**config.mk**
```make
export PLATFORM = sky130hd
export DESIGN_NAME = mult_arbiter
export DESIGN_NICKNAME = d
export VERILOG_FILES = /design/src/rtl/mult_arb_pkg.sv /design/src/rtl/multiplier.sv /design/src/rtl/mult_arbiter.sv
export SDC_FILE = /design/constraint.sdc
export NUM_CORES = 1
export LEC_CHECK = 0
export CORE_MARGIN = 2
export CORE_UTILIZATION = 35
export DETAILED_ROUTE_END_ITERATION = 7
export PLACE_DENSITY = 0.73
export SETUP_SLACK_MARGIN = 0.5
export SLEW_MARGIN = 15
export SYNTH_ARGS = -nofsm -noshare
export SYNTH_HDL_FRONTEND = slang
export SYNTH_SLANG_ARGS = --single-unit
```
**constraint.sdc**
```tcl
create_clock -name clk -period 5.4 [get_ports clk]
set_input_delay 0.54 -clock clk [delete_from_list [all_inputs] [get_ports clk]]
set_output_delay 0.54 -clock clk [all_outputs]
set_load 0.01 [all_outputs]
```
**src/rtl/mult_arb_pkg.sv**
```systemverilog
// mult_arb_pkg: shared types, defaults and the round-robin pick helper for mult_arbiter.
package mult_arb_pkg;

    typedef enum logic [1:0] {IDLE, BUSY, DONE} state_t;

    localparam int DEF_BIT_WIDTH = 8;
    localparam int DEF_NUM_REQ   = 4;

    // First set bit of req at or after ptr, wrapping at n; returns ptr when nothing is set.
    function automatic logic [2:0] rr_pick(input logic [7:0] req, input logic [2:0] ptr, input int n);
        int j;
        logic hit;
        rr_pick = ptr;
        hit     = 1'b0;
        for (int k = 0; k < 8; k++) begin
            j = (int'(ptr) + k) % n;
            if (!hit && k < n && req[j[2:0]]) begin
                rr_pick = j[2:0];
                hit     = 1'b1;
            end
        end
    endfunction

endpackage

```
**src/rtl/multiplier.sv**
```systemverilog
// multiplier: unsigned combinational multiply, low bit_width bits of the product.
module multiplier #(
    parameter int bit_width = 8
) (
    input  logic [bit_width-1:0] a_i,
    input  logic [bit_width-1:0] b_i,
    output logic [bit_width-1:0] p_o
);

    assign p_o = a_i * b_i;

endmodule

```
**src/rtl/mult_arbiter.sv**
```systemverilog
// mult_arbiter: round-robin sharing of one multiplier among NUM_REQ requesters,
// one transaction in flight, result returned on a per-requester response handshake.
module mult_arbiter
    import mult_arb_pkg::*;
#(
    parameter int BIT_WIDTH = DEF_BIT_WIDTH,
    parameter int NUM_REQ   = DEF_NUM_REQ
) (
    input  logic                         clk,
    input  logic                         rst_n,
    input  logic [NUM_REQ-1:0]           req_valid,
    output logic [NUM_REQ-1:0]           req_ready,
    input  logic [NUM_REQ*BIT_WIDTH-1:0] req_a,
    input  logic [NUM_REQ*BIT_WIDTH-1:0] req_b,
    output logic [NUM_REQ-1:0]           rsp_valid,
    input  logic [NUM_REQ-1:0]           rsp_ready,
    output logic [BIT_WIDTH-1:0]         rsp_result,
    output logic                         busy
);

    localparam int IW = $clog2(NUM_REQ);

    state_t               state_q, state_d;
    logic [BIT_WIDTH-1:0] op_a_q, op_a_d, op_b_q, op_b_d, res_q, res_d, prod;
    logic [IW-1:0]        gnt_q, gnt_d, ptr_q, ptr_d, pick;

    assign pick = IW'(rr_pick(8'(req_valid), 3'(ptr_q), NUM_REQ));

    multiplier #(.bit_width(BIT_WIDTH)) u_mul (
        .a_i(op_a_q),
        .b_i(op_b_q),
        .p_o(prod)
    );

    always_ff @(posedge clk or negedge rst_n) begin
        if (!rst_n) begin
            state_q <= IDLE;
            op_a_q  <= '0;
            op_b_q  <= '0;
            res_q   <= '0;
            gnt_q   <= '0;
            ptr_q   <= '0;
        end else begin
            state_q <= state_d;
            op_a_q  <= op_a_d;
            op_b_q  <= op_b_d;
            res_q   <= res_d;
            gnt_q   <= gnt_d;
            ptr_q   <= ptr_d;
        end
    end

    // The grant is gated by rst_n so req_ready reads 0 while reset is held.
    always_comb begin
        state_d   = state_q;
        op_a_d    = op_a_q;
        op_b_d    = op_b_q;
        res_d     = res_q;
        gnt_d     = gnt_q;
        ptr_d     = ptr_q;
        req_ready = '0;
        rsp_valid = '0;
        case (state_q)
            IDLE: if (rst_n && |req_valid) begin
                req_ready[pick] = 1'b1;
                op_a_d          = req_a[pick*BIT_WIDTH +: BIT_WIDTH];
                op_b_d          = req_b[pick*BIT_WIDTH +: BIT_WIDTH];
                gnt_d           = pick;
                state_d         = BUSY;
            end
            BUSY: begin
                res_d   = prod;
                state_d = DONE;
            end
            DONE: begin
                rsp_valid[gnt_q] = 1'b1;
                if (rsp_ready[gnt_q]) begin
                    ptr_d   = (32'(gnt_q) == NUM_REQ - 1) ? '0 : gnt_q + 1'b1;
                    state_d = IDLE;
                end
            end
            default: state_d = IDLE;
        endcase
    end

    assign rsp_result = (state_q == DONE) ? res_q : '0;
    assign busy       = state_q != IDLE;

endmodule
```
==> flow_metrics.tcl <==
set metrics [dict create \
    status "finished clean" \
    synthCells 320 \
    ys_ff_latch 30 \
    clock-sinks 30 \
    syn_avg_cell_area_sq_um 9.048 \
    final_nets 508 \
    finalWirelength_mm 6.823 \
    vias 2559 \
    combPwrFrac 0.682 \
    slew_viol_final 0 \
    synth_top_cell_area_share 0.2593 \
    fin_crit_sh 0.7256 \
    cts_resized 0 \
    root_buffer "clkbuf_8" \
    worstSetupStartpoint "op_a_q[0]" \
    grt_pass1_vias 2467 \
    cp.arrival_ps 4070 \
    power_leakage_nw 1.711 \
    fmaxAchievable_mhz 255.2 \
    avgRoutedWirePerCell_um 13.43 \
    hpwl_mm 5.471 \
    viasPerCell 5.037 \
    cp_data_required_time_ps 5560 \
    r2r_start "op_a_q[0]" \
    die_height_um 94.95 \
    power_density_nw_per_um2 506.6 \
    report.final.setup_viol 0 \
    die_w_um 94.95 \
    clockBufferDepth 2 \
    drtAntennaViolNets 0 \
    dp_slack_ps 1468 \
    setup.worst_path.start_class "register" \
    worstHoldStart "res_q[5]" \
    power.clock.fraction 0.093 \
    place.gp.congestion 0.8585 \
    hold_viol_final 0 \
    grt_usage 0.1600 \
    yosysWarnings 0 \
    rsz0062_at_grt "no" \
    crit_path_end_kind "register" \
    dr.pass1.iters 4 \
    crit_type "reg2reg" \
    postCtsHoldBufs 0 \
    cts.clk_slew.worst_paths_ps 70 \
    drive_above_1_share 0.05707 \
    worstPathMaxFanout 9 \
    drc 0 \
    synthTopCellsByArea "dfrtp_1 (26%), and2_1 (14%), ha_1 (8.6%)" \
    ys_seq_area_frac 0.2593 \
    hold_class "reg2reg" \
    skew_ps 8.083 \
    n_fill_cell 744 \
    grt_max_degree 42 \
    yosys.area.top_type "dfrtp_1" \
    setup_ws_ps 1482 \
    maxCapViolations 0 \
    num_rows 33 \
    core-area_sq_um 8134 \
    synthToLayoutAreaGrowth_pct 36.04 \
    p_int_mw 1.100 \
    power_switching_mw 0.8953 \
    start_util 0.3559 \
    fin_tns_setup_ps 0 \
    cts_setup_buffers 0 \
    clk_latency_ps 280 \
    sw_frac_of_total 0.4486 \
    netlist_area_sq_um 2895 \
    relSlewSlack 0.4136 \
    portBuffers 90 \
    drt_iter0_drc 73 \
    antenna_found_initial 0 \
    cts_tree "yes" \
    htreeDepth 2 \
    fp.dieArea_sq_um 9016 \
    syn-num-nets 426 \
    grt_overflow 0 \
    io_pins 91 \
    p_seq_frac 0.225 \
    min_period_ps 3918 \
    numCtsBuffers 5 \
    yosysUniqueCellTypes 32 \
    num_antenna_cells 0 \
    ir_drop_uv 272.8 \
    grt_pass1_wl_mm 11.27 \
    tightest_slew_ps 879.5 \
]
[cell usage after synthesis, drive strengths merged]
cell type / count
nor2: 3
nand2: 39
nor3: 5
mux4: 1
clkbuf: 10
a221oi: 32
mux2: 5
fa: 12
and2: 67
a31oi: 1
xnor3: 2
buf: 9
a21oi: 4
a21o: 3
ha: 20
inv: 30
a21bo: 1
dfrtp: 30
nand3: 3
a211o: 2
or2b: 2
xnor2: 9
o31ai: 17
xor2: 3
nor2b: 2
o21ai: 7
nand2b: 1
[sequential cells by signal (all words and copies together), names as in the netlist]
| register | flops |
|---|---|
| op_a_q | 8 |
| op_b_q | 8 |
| res_q | 8 |
| gnt_q | 2 |
| ptr_q | 2 |
| state_q | 2 |
[cell usage in the layout (no fill, tap or decap), drive strengths merged]
| cell | instances |
|---|---|
| clkinv | 1 |
| dfrtp | 30 |
| or2b | 2 |
| a21o | 3 |
| buf | 4 |
| fa | 12 |
| inv | 30 |
| nand3 | 3 |
| a31oi | 1 |
| nor2b | 2 |
| o31ai | 17 |
| a21oi | 4 |
| nand2 | 39 |
| xnor3 | 2 |
| mux4 | 1 |
| nor2 | 3 |
| xor2 | 3 |
| clkdlybuf4s50 | 90 |
| xnor2 | 9 |
| nor3 | 5 |
| nand2b | 1 |
| a211o | 2 |
| clkbuf | 7 |
| ha | 20 |
| a21bo | 1 |
| a221oi | 32 |
| and2 | 67 |
| mux2 | 5 |
| o21ai | 7 |
[power groups by stage]
| stage | clock network (mW) | logic (mW) | registers, mW |
|---|---|---|---|
| after floorplan | 0 | 1.07 | 0.411 |
| after global placement | 0 | 1.33 | 0.447 |
| after detailed placement | 0 | 1.37 | 0.454 |
| after CTS | 0.193 | 1.38 | 0.449 |
| after global routing | 0.207 | 1.54 | 0.470 |
| final | 0.186 | 1.36 | 0.449 |
[final cells by class]
cell class	instances	area [sq um]	share of cell area
multi-input cells	241	1922	0.4879
repair buffers	94	930.9	0.2363
flip-flops and latches	30	750.7	0.1906
well taps	105	131.4	0.03335
inverters	30	112.6	0.02859
clock buffers	7	86.33	0.02192
clock inverters	1	5.005	0.001271
[cells by family (layout without fill, tap and decap cells)]
group           after synthesis  in the layout  synth area share
compound gates               67             67            0.1906
xor+xnor                     14             14           0.05186
fa+ha+maj                    32             32            0.1694
buf+inv                      49            132           0.07693
flops                        30             30            0.2593
mux                           6              6           0.02722
simple gates                122            122            0.2247
[critical path, cell delays in order (launching register included)]
cell	delay [ps]
dfrtp_1	450
and2_1	190
fa_1	460
fa_1	490
ha_1	290
inv_1	50
fa_1	530
inv_1	50
ha_1	330
a21o_1	170
a21oi_1	150
xnor3_1	220
xnor3_1	370
o21ai_1	50
[worst paths after layout]
kind	endpoint	cells after the start	slack, ps
worst max-delay path	res_q[7]	13	1480
worst min-delay path	res_q[5]	2	480
worst max register to register	res_q[7]	13	1480
worst min register to register	res_q[5]	2	480
max in group asynchronous	op_b_q[2]	2	4460
min in group asynchronous	res_q[3]	2	650
[routing by layer]
metal	GRT usage	vias up	share of wire	wire length, um
met3	0.03911	8	0.062	424
met1	0.2072	1192	0.45	3037
met2	0.2660	90	0.48	3279
met5	0	-	0	0
li1	-	1269	-	-
met4	0.04469	0	0.012	82
[metrics by stage]
stage	hold WS [ps]	util	total power, mW	cells	cell area (sq um)
finish	476.3	0.4842	1.996	508	3939
global route	509.2	0.4842	2.221	508	3939
CTS	477.7	0.4842	2.026	508	3939
detailed placement	462.1	0.4730	1.827	500	3847
global placement	458.1	0.4730	1.781	500	3847
floorplan	244.4	-	1.486	320	2895
Note: power is estimated with default switching activity, not from simulation.
